### src/rtl/pa_cp0_info_csr_param.sv
// pa_cp0_info_csr_param: machine-information CSRs with a read-advancing mcpuid window and hart-ID strap capture
module pa_cp0_info_csr_param #(
  parameter int          NUM_IDX   = 3,
  parameter int          HARTID_W  = 4,
  parameter int          AUTO_INC  = 1,
  parameter logic [31:0] VENDOR_ID = 32'h5B7,
  parameter logic [31:0] ARCH_ID   = 32'h0,
  parameter logic [31:0] IMP_ID    = 32'h0
)(
  input  logic                    regs_clk,
  input  logic                    cpurst_b,
  input  logic                    iui_regs_inst_csr,
  input  logic                    mcpuid_local_en,
  input  logic                    mcpuid_wen,
  input  logic [31:0]             iui_regs_wdata,
  input  logic [HARTID_W-1:0]     pad_cpu_hartid,
  input  logic [NUM_IDX*32-1:0]   cpuid_cfg_table,
  output logic [31:0]             mcpuid_value,
  output logic [31:0]             mhartid_value,
  output logic [31:0]             mvendorid_value,
  output logic [31:0]             marchid_value,
  output logic [31:0]             mimpid_value,
  output logic [3:0]              cpuid_index,
  output logic                    cpuid_round_done
);
  localparam logic [3:0] LAST = 4'(NUM_IDX - 1);
  localparam logic [4:0] NUM  = 5'(NUM_IDX);
  logic                r_hartid_vld;
  logic [HARTID_W-1:0] r_hartid;
  logic [3:0]          r_index;
  logic                r_round_done;
  logic                w_rd_fire;
  logic                w_wr_fire;
  logic [3:0]          w_wr_idx;
  logic [3:0]          w_inc_idx;
  logic [31:0]         w_tab [16];
  assign w_rd_fire = iui_regs_inst_csr & mcpuid_local_en & (AUTO_INC != 0);
  assign w_wr_fire = iui_regs_inst_csr & mcpuid_wen;
  assign w_wr_idx  = ({1'b0, iui_regs_wdata[3:0]} < NUM) ? iui_regs_wdata[3:0] : 4'd0;
  assign w_inc_idx = (r_index == LAST) ? 4'd0 : r_index + 4'd1;
  // Unused table slots alias entry 0 so any stray index still reads a defined word
  for (genvar g = 0; g < 16; g++) begin : g_tab
    if (g < NUM_IDX) begin : g_used
      assign w_tab[g] = cpuid_cfg_table[g*32 +: 32];
    end else begin : g_unused
      assign w_tab[g] = cpuid_cfg_table[31:0];
    end
  end
  assign mcpuid_value     = {r_index, w_tab[r_index][27:0]};
  assign mhartid_value    = 32'(r_hartid);
  assign mvendorid_value  = VENDOR_ID;
  assign marchid_value    = ARCH_ID;
  assign mimpid_value     = IMP_ID;
  assign cpuid_index      = r_index;
  assign cpuid_round_done = r_round_done;
  // Window index: a write selects directly and beats a concurrent read advance; wrap pulses round_done
  always_ff @(posedge regs_clk or negedge cpurst_b)
    if (!cpurst_b) begin
      r_index      <= 4'd0;
      r_round_done <= 1'b0;
    end else begin
      r_index      <= w_wr_fire ? w_wr_idx : w_rd_fire ? w_inc_idx : r_index;
      r_round_done <= w_rd_fire & ~w_wr_fire & (r_index == LAST);
    end
  // Latch the hart-ID strap once on the first clock after reset release
  always_ff @(posedge regs_clk or negedge cpurst_b)
    if (!cpurst_b) begin
      r_hartid_vld <= 1'b0;
      r_hartid     <= '0;
    end else if (!r_hartid_vld) begin
      r_hartid_vld <= 1'b1;
      r_hartid     <= pad_cpu_hartid;
    end
endmodule

### config.mk
export PLATFORM = sky130hd
export DESIGN_NAME = pa_cp0_info_csr_param
export DESIGN_NICKNAME = d
export VERILOG_FILES = /design/src/rtl/pa_cp0_info_csr_param.sv
export SDC_FILE = /design/constraint.sdc
export NUM_CORES = 1
export LEC_CHECK = 0
export BUFFER_PORTS_ARGS = -buffer_cell sky130_fd_sc_hd__buf_2
export CORE_AREA = 5 5 115 117
export CTS_BUF_LIST = sky130_fd_sc_hd__clkbuf_16
export CTS_CLUSTER_SIZE = 24
export DETAILED_ROUTE_END_ITERATION = 8
export DIE_AREA = 0 0 120 122
export MAX_ROUTING_LAYER = met4
export PLACE_DENSITY = 0.6
export SLEW_MARGIN = 30
export SYNTH_ARGS = -nofsm -noshare
export SYNTH_HDL_FRONTEND = slang
export SYNTH_SLANG_ARGS = --single-unit
export TNS_END_PERCENT = 20
### constraint.sdc
create_clock -name regs_clk -period 1.7 [get_ports regs_clk]
set_input_delay 0.34 -clock regs_clk [delete_from_list [all_inputs] [get_ports regs_clk]]
set_output_delay 0.34 -clock regs_clk [all_outputs]
set_load 0.1 [all_outputs]
==> results of run 1 <==
per-stage QoR:
stage                     total power, W  setup slack (ns)
final                           0.005527           -0.4598
after CTS                       0.005548           -0.4991
after global routing            0.005698           -0.5331
after floorplan                 0.004025           -0.7352
after global placement          0.004964           -0.2701
after detailed placement        0.004985           -0.2752
path summary, 6_finish.rpt:
path / slack (ns) / startpoint / cells after the start / end
min: 0.34 / pad_cpu_hartid[2] / 2 / r_hartid[2]
min reg2reg: 0.50 / r_hartid[2] / 1 / r_hartid[2]
max in group asynchronous: 0.99 / cpurst_b / 2 / cpuid_index[0]
min in group asynchronous: 0.50 / cpurst_b / 2 / r_hartid[2]
max reg2reg: 0.07 / cpuid_index[3] / 6 / cpuid_index[0]
max: -0.46 / cpuid_index[3] / 7 / mcpuid_value[12]
metal layers:
metal,up-vias,share of wire,wire length (microns),GRT usage
met3,5,0.11,776,0.01671
met5,-,0,0,-
li1,935,-,-,-
met1,904,0.37,2503,0.09407
met4,0,0.0070,48,0.01718
met2,139,0.51,3525,0.1398
critical path, delay by kind of cell (launching register included):
kind	cells	cell delay (ns)
flops	1	0.44
buf+inv	4	0.64
compound gates	2	0.21
simple gates	1	0.29
repair_timing:
action,in CTS,in global routing
pin swaps,5,2
buffers inserted,5,2
resized for setup,8,6
gates cloned,1,1
endpoints found under the setup margin,28,28
endpoints found under the hold margin,10,0
hold buffers,1,0
state kept, by name, summed over array words and instances (netlist names):
signal and count:
cpuid_index 4, r_hartid 4, cpuid_round_done 1, r_hartid_vld 1
kinds of logic (layout without fill, tap and decap cells):
| family | Yosys count | in the layout | share of synthesized area |
|---|---|---|---|
| mux | 4 | 4 | 0.02254 |
| compound gates | 65 | 65 | 0.2073 |
| flops | 10 | 10 | 0.1252 |
| simple gates | 18 | 18 | 0.07076 |
| other cells | 2 | 125 | 0.003758 |
| buf+inv | 166 | 199 | 0.5704 |
layout by cell type (no fill, tap or decap), types with 2 or more instances in the layout:
master and count:
conb_1 125, buf_2 108, buf_12 35, inv_1 28
o21ai_4 28, buf_4 21, a22oi_1 16, a22oi_2 12
dfrtp_1 6, mux2_2 4, clkbuf_16 4, nor2b_1 3
nand2b_1 3, dfrtp_2 3, nor4b_4 2, o21ai_0 2
nor4_1 2
layout make-up:
type / instances / area, sq um
Inverter: 28 / 105.1
Fill cell: 1281 / 8730
Sequential cell: 10 / 257.7
Tap cell: 150 / 187.7
Clock buffer: 3 / 75.07
Multi-Input combinational cell: 212 / 1456
Timing Repair Buffer: 167 / 1445
Clock inverter: 1 / 3.754
power groups by stage:
| stage | Sequential (W) | Combinational [W] | Clock, W |
|---|---|---|---|
| floorplan | 0.000501 | 0.00352 | 0 |
| global placement | 0.000306 | 0.00466 | 0 |
| detailed placement | 0.000307 | 0.00468 | 0 |
| CTS | 0.000306 | 0.00483 | 0.000415 |
| global route | 0.000304 | 0.00496 | 0.000431 |
| finish | 0.000301 | 0.00482 | 0.000407 |
==> flow_summary.yaml, run 1 <==
finish:
  finalNetCount: 559
  layout-drive-gt1-share: 0.5249
  final_area_sq_um: 3531
  n_antenna_cell: 0
  stdcell_count: 571
  area_growth_syn_to_layout_pct: 76.71
  final_util: 0.2880
clocking:
  cts_max_level: 1
  clock_sink_count: 10
  clk_latency_ns: 0.23
  cts_made_buffers: 3
  clkTransAtPathRegs_ns: 0.04
  cts_root_buf: "clkbuf_16"
  cts_tree: "yes"
  clockBufferDepth: 2
power:
  swShare: 0.6570
  p_leak_nw: 1.849
  power_density_nw_per_um2: 1565
  p_sw_w: 0.003631
  clockPowerShare: 0.074
  pwr-share-comb: 0.872
  p_int_w: 0.001896
  vdd_drop_max_mv: 0.3795
  seqPwrFrac: 0.054
global_routing:
  grt.overflow.total: 0
  gr-usage-all-layers: 0.07963
  grt_max_degree: 22
  grt_pass1_wl_microns: 9080
  grt_pass1_vias: 1824
  antenna_found_initial: 0
synthesis:
  synth_warnings: 0
  ys_seq_area_frac: 0.1252
  netlist_instances: 265
  ys.flop_type: "dfrtp_1"
  ys_seq_elements: 10
  async_flop_share: 1.000
  synthTopCellsByArea: "buf_4 (49%), dfrtp_1 (13%), a22oi_1 (11%), inv_1 (5.3%), o21ai_1 (5.0%)"
  yosysMostFrequentCell: "buf_4"
  synth_top_area_share: 0.4884
  syn_area_sq_um: 1998
  synth_edf_count: 0
  synth.largest_area_cell: "buf_4"
  syn_area_per_cell_sq_um: 7.540
  synth_common_cells: "buf_4 (130), a22oi_1 (28), inv_1 (28)"
  yosys.cell_types.count: 30
routing:
  drc_errors: 0
  drt.antenna.violating_nets: 0
  wire_per_inst_microns: 12.00
  routed_wl_microns: 6854
  vias_per_cell: 3.473
  dr.pass1.iters: 4
  vias: 1983
  dr.first_iter.drc_count: 35
floorplanning:
  die_h_microns: 122
  die_x_microns: 120
  num_io_pins: 302
  initial_core_util: 0.1630
  coreArea_sq_um: 12260
  rows: 41
  die_area_sq_um: 14640
setup_path:
  slowest_stage: "dfrtp_2"
  worstSetupStartpointType: "flop"
  cp_data_arrival_time_ns: 1.82
  cp_max_fo: 10
  cpPeakStageDelay_ns: 0.44
  cp.required_ns: 1.36
  crit_chain: "nor4b_4 > buf_6 > buf_4 > clkbuf_16 > a22oi_1 > o21ai_4 > buf_12"
  crit_path_end_kind: "output pin"
  critPathKind: "reg2out"
status:
  violations: "negative setup slack"
  outcome: "complete, but fails checks"
sta:
  hold_viol: 0
  fin_ws_ns: -0.4598
  setup_viol: 28
  grt_setup_unrepaired: "true"
  post-route-period-util: 1.270
  holdWs_ns: 0.3369
  fin_crit_ns: 2.160
  report.final.slew_viol_count: 0
  setup_tns_ns: -11.94
  max_freq_mhz: 463.0
  skew_ns: 0.001762
placement:
  dp_hpwl_microns: 5818
  dpl_cell_area_sq_um: 3276
  dp_cells: 558
  io_buffers: 137
  place_congestion: 0.7475
hold_path:
  hp-class: "in2reg"
job:
  maxCapViolCount: 0
No activity file was read; power rests on OpenSTA's default activity.
==> inputs of run 2 (changes only) <==
--- a/config.mk
+++ b/config.mk
@@ -5,14 +5,13 @@
 export SDC_FILE = /design/constraint.sdc
 export NUM_CORES = 1
 export LEC_CHECK = 0
-export BUFFER_PORTS_ARGS = -buffer_cell sky130_fd_sc_hd__buf_2
-export CORE_AREA = 5 5 115 117
+export CORE_AREA = 5 5 114 116
 export CTS_BUF_LIST = sky130_fd_sc_hd__clkbuf_16
 export CTS_CLUSTER_SIZE = 24
 export DETAILED_ROUTE_END_ITERATION = 8
-export DIE_AREA = 0 0 120 122
+export DIE_AREA = 0 0 119 121
+export DONT_BUFFER_PORTS = 1
 export MAX_ROUTING_LAYER = met4
-export PLACE_DENSITY = 0.6
 export SLEW_MARGIN = 30
 export SYNTH_ARGS = -nofsm -noshare
 export SYNTH_HDL_FRONTEND = slang
==> run 2 against run 1 <==
Compared with the run above:
- highest routed layer unchanged
- critical path type unchanged
- clock skew barely moved
- combinational power down 4%
- first-iteration DRC count up 14%
- setup slack got worse by 0.0024 ns
- critical endpoint is now mcpuid_value[7]
- non-clock buffer count down 109
- the run still ends with negative setup slack left
- sequential power hardly changed
==> flow_summary.yaml, run 2 (synthesis results as in run 1) <==
status:
  outcome: "complete, but fails checks"
  violations: "negative setup slack"
setup_path:
  cp_max_fo: 7
  cpPeakStageDelay_ns: 0.49
  critical-path-top-delay-family: "flip-flops"
  worstSetupStartpointType: "flop"
  slowest_stage: "dfrtp_4"
  cp.required_ns: 1.36
  r2r_cells: 4
  crit_path_end_kind: "output pin"
  cp_data_arrival_time_ns: 1.82
  cp_common_cell: "buf_12"
  worstSetupPathDepth: 6
  critPathKind: "reg2out"
  crit_chain: "nor4b_4 > or2_4 > buf_12 > buf_12 > o21ai_4 > buf_12"
  crit_buf_inv: 3
routing:
  vias: 1623
  wire_per_inst_microns: 14.68
  dr.pass1.iters: 4
  routed_wl_microns: 6739
  vias_per_cell: 3.536
  drc_errors: 0
  drt.antenna.violating_nets: 0
  dr.first_iter.drc_count: 40
hold_path:
  hp-class: "in2reg"
  whs_path_depth: 1
power:
  p_leak_nw: 1.408
  power_density_nw_per_um2: 1806
  vdd_drop_max_mv: 0.4719
  fin_total_pwr_w: 0.005334
sta:
  setup_tns_ns: -11.76
  slew_headroom: 0.6393
  post-route-period-util: 1.272
  skew_ns: 0.002165
  worst_slew_pin_slew_ns: 0.5455
  setup_viol: 28
  max_freq_mhz: 462.5
  grt_setup_unrepaired: "true"
  hold_viol: 0
  report.final.slew_viol_count: 0
  holdWs_ns: 0.2111
  fin_crit_ns: 2.162
  fin_ws_ns: -0.4622
global_routing:
  antenna_found_initial: 0
  grt.overflow.total: 0
  grt_max_degree: 31
  grt_pass1_vias: 1630
  grt_pass1_wl_microns: 8880
  gr-usage-all-layers: 0.07886
clocking:
  clkTransAtPathRegs_ns: 0.04
  clock_sink_count: 10
  cts_max_level: 1
  clk_latency_ns: 0.24
  clockBufferDepth: 2
  cts_tree: "yes"
  cts_made_buffers: 3
  cts_root_buf: "clkbuf_16"
finish:
  n_antenna_cell: 0
  layout-drive-gt1-share: 0.3462
  finalNetCount: 450
  area_growth_syn_to_layout_pct: 47.84
  mostFrequentLayoutCells: "conb_1 (125), buf_12 (33), inv_1 (29)"
  final_common_cell: "conb_1"
placement:
  dp_hpwl_microns: 5654
  place_congestion: 0.6972
  io_buffers: 0
floorplanning:
  die_area_sq_um: 14400
  initial_core_util: 0.1692
  die_h_microns: 121
  rows: 40
  num_io_pins: 302
  coreArea_sq_um: 11810
  die_x_microns: 119
job:
  maxCapViolCount: 0
==> run 2: cell types whose count changed in the layout (fill, tap and decap cells not counted), sizes merged <==
| cell | before | now |
|---|---|---|
| buf | 165 | 56 |
| clkinv | 1 | 0 |
| inv | 28 | 29 |
==> run 2: area by class of cell <==
cell class / instances / area, sq um
Clock buffer: 3 / 75.07
Tap cell: 147 / 183.9
Clock inverter: 1 / 3.754
Timing Repair Buffer: 58 / 892.1
Sequential cell: 10 / 257.7
Fill cell: 1259 / 8857
Multi-Input combinational cell: 212 / 1436
Inverter: 28 / 105.1
==> run 2: per-layer routing <==
| metal | global-route usage | share of wire |
|---|---|---|
| met2 | 0.1452 | 0.53 |
| met1 | 0.08742 | 0.35 |
| met3 | 0.01865 | 0.11 |
| met5 | - | 0 |
| met4 | 0.01448 | 0.0039 |
==> run 2: report_power, final <==
group          internal [W]  switching, W
registers          0.000271     0.0000303
clock network      0.000308      0.000107
logic               0.00118       0.00344
total               0.00176       0.00357
==> run 2: final timing paths <==
path,start,to,slack (ns)
worst max-delay path,cpuid_index[0],mcpuid_value[7],-0.46
min in group asynchronous,cpurst_b,cpuid_index[0],0.49
worst min-delay path,iui_regs_inst_csr,cpuid_index[2],0.21
worst max register to register,cpuid_index[2],cpuid_index[1],0.11
max in group asynchronous,cpurst_b,cpuid_index[0],0.86
worst min register to register,r_hartid_vld,r_hartid[2],0.62
==> run 2: what timing repair did <==
action,CTS,global route
endpoints found under the hold margin,10,0
resized for setup,5,9
pin swaps,3,7
hold buffers,1,0
cloned,1,1
setup buffers,4,1
endpoints found under the setup margin,29,28
==> run 2: through the flow <==
step	setup WS (ns)	cell area, sq um	cells	util
2_1_floorplan	-0.7352	2824	388	-
3_3_place_gp	-0.3002	2691	447	0.2279
3_5_place_dp	-0.3049	2691	447	0.2279
4_1_cts	-0.4634	2874	457	0.2433
5_1_grt	-0.5113	2954	459	0.2501
6_report	-0.4622	2954	459	0.2501
==> inputs of run 3 (changes only) <==
--- a/config.mk
+++ b/config.mk
@@ -6,7 +6,7 @@
 export NUM_CORES = 1
 export LEC_CHECK = 0
 export CORE_AREA = 5 5 114 116
-export CTS_BUF_LIST = sky130_fd_sc_hd__clkbuf_16
+export CTS_BUF_LIST = sky130_fd_sc_hd__clkbuf_2 sky130_fd_sc_hd__clkbuf_4 sky130_fd_sc_hd__clkbuf_8
 export CTS_CLUSTER_SIZE = 24
 export DETAILED_ROUTE_END_ITERATION = 8
 export DIE_AREA = 0 0 119 121
==> constraint.sdc (replaced) <==
create_clock -name regs_clk -period 1.7 [get_ports regs_clk]
set_input_delay 0 -clock regs_clk [delete_from_list [all_inputs] [get_ports regs_clk]]
set_output_delay 0 -clock regs_clk [all_outputs]
set_load 0.1 [all_outputs]
==> run 3 against run 2 <==
Compared with the run above:
- critical endpoint is now mcpuid_value[13]
- total power is 3.9% lower
- fmax grew 20%
- combinational power shrank 2%
- critical path depth shrank 1
- flip-flop and latch count unchanged
- the flow still finishes with violations (negative setup slack)
- first-iteration DRC count fell by 28%
- final cell count grew 0.44%
- setup slack better by 0.36 ns
- sequential share of layout area increased by 0.21 points
- global-route usage down 0.35 points
- worst hold slack got worse by 0.19 ns
- via count down 0.62%
==> flow_summary.yaml, run 3 (synthesis results as in run 1) <==
status:
  outcome: "complete, but fails checks"
  violations: "negative setup slack"
clocking:
  clockBufferDepth: 2
  clkTransAtPathRegs_ns: 0.05
  clk_latency_ns: 0.24
  clock_sink_count: 10
  cts_tree: "yes"
  cts_root_buf: "clkbuf_8"
  cts_max_level: 1
  cts_made_buffers: 3
routing:
  wl_met2_microns: 3488
  routed_wl_microns: 6402
  drt.antenna.violating_nets: 0
  drt-met1-wl_microns: 2257
  wl_met3_microns: 630
  dr.pass1.iters: 4
  vias_per_cell: 3.499
  vias: 1613
  dr.first_iter.drc_count: 29
  wire_per_inst_microns: 13.89
  drc_errors: 0
  routed.top_layer: "met4"
global_routing:
  antenna_found_initial: 0
  grt_max_degree: 29
  grt_pass1_vias: 1575
  grt_pass1_wl_microns: 8556
  grt.overflow.total: 0
  gr-usage-all-layers: 0.07533
sta:
  setup_tns_ns: -2.444
  max_freq_mhz: 554.3
  slew_headroom: 0.6189
  fin_ws_ns: -0.1041
  grt_setup_unrepaired: "true"
  fin_crit_ns: 1.804
  skew_ns: 0.008759
  report.final.slew_viol_count: 0
  hold_viol: 0
  post-route-period-util: 1.061
  worst_slew_pin_slew_ns: 0.5764
  setup_viol: 28
finish:
  area_growth_syn_to_layout_pct: 44.33
  mostFrequentLayoutCells: "conb_1 (125), buf_12 (30), inv_1 (28), a22oi_1 (28), o21ai_4 (28)"
  layout-drive-gt1-share: 0.3035
  final_area_sq_um: 2884
  finalNetCount: 451
  final_common_cell: "conb_1"
placement:
  dp_hpwl_microns: 5184
  place_congestion: 0.7301
  io_buffers: 0
  dp_slack_ns: -0.005368
  dpl_cell_area_sq_um: 2634
hold_path:
  whs_endpoint: "cpuid_index[2]"
  min_from: "mcpuid_local_en"
  hp-class: "in2reg"
  whs_path_depth: 2
power:
  vdd_drop_max_mv: 0.3799
  p_leak_nw: 1.382
  fin_total_pwr_w: 0.005128
  power_density_nw_per_um2: 1778
setup_path:
  cp_max_fo: 11
  crit_chain: "nor4b_4 > or2_4 > buf_16 > o21ai_4 > buf_12"
  critPathKind: "reg2out"
  cp_data_arrival_time_ns: 1.80
  slowest_stage: "dfrtp_2"
  cp.required_ns: 1.70
  regToRegStartpoint: "cpuid_index[1]"
  crit_path_end_kind: "output pin"
  worstSetupStartpointType: "flop"
  r2r_cells: 3
  crit_start: "cpuid_index[2]"
  worstReg2RegEnd: "cpuid_index[1]"
  cpPeakStageDelay_ns: 0.47
  r2r_setup_slack_ns: 0.16
floorplanning:
  rows: 40
  die_area_sq_um: 14400
  coreArea_sq_um: 11810
  initial_core_util: 0.1692
  die_x_microns: 119
  die_h_microns: 121
  num_io_pins: 302
job:
  maxCapViolCount: 0
## run 3: how the worst max path moves through the flow
stage	endpoint	depth (start not counted)	slack, ns
4_1_cts	mcpuid_value[3]	5	-0.13
2_1_floorplan	mcpuid_value[0]	6	-0.40
3_5_place_dp	mcpuid_value[3]	5	-0.005
6_report	mcpuid_value[13]	5	-0.10
3_3_place_gp	mcpuid_value[18]	5	0.07
5_1_grt	mcpuid_value[7]	5	-0.18
## run 3: where the power goes
group          total [W]  internal [W]  switching (W)  leakage, nW
sequential      0.000316      0.000270      0.0000459        0.120
clock           0.000301      0.000204      0.0000976       0.0288
combinational    0.00451       0.00111        0.00341         1.23
## run 3: what timing repair did
action | CTS | global route
setup endpoints to repair | 28 | 28
pin swaps | 2 | 3
hold endpoints to repair | 19 | 0
gates cloned | 1 | 1
buffers inserted | 1 | 4
resized for setup | 5 | 2
hold buffers | 8 | 0
## run 3: stage by stage
step / util / cells / hold slack (ns)
finish: 0.2442 / 461 / 0.02239
global route: 0.2440 / 460 / 0.03175
CTS: 0.2386 / 455 / 0.01134
detailed placement: 0.2230 / 441 / -0.2954
global placement: 0.2230 / 441 / -0.2953
floorplan: - / 388 / -0.2956
## run 3: area by class of cell
| class | count | area (sq um) |
|---|---|---|
| fillers | 1249 | 8927 |
| multi-input cells | 212 | 1396 |
| repair buffers | 59 | 883.3 |
| flip-flops and latches | 10 | 257.7 |
| well taps | 147 | 183.9 |
| inverters | 28 | 105.1 |
| clock buffers | 4 | 55.05 |
| diodes | 1 | 2.502 |
## run 3: routing by layer
layer | track usage | vias to the layer above
met5 | - | -
met4 | 0.01159 | 0
met3 | 0.02284 | 2
met2 | 0.1385 | 137
met1 | 0.08150 | 755
li1 | - | 719
## run 3: worst max-delay path, delay by kind of cell (launching register included)
family | cells | cell delay, ns
AND/OR/NAND/NOR | 2 | 0.63
flip-flops | 1 | 0.47
buffers and inverters | 2 | 0.38
AO/OA/AOI/OAI | 1 | 0.07
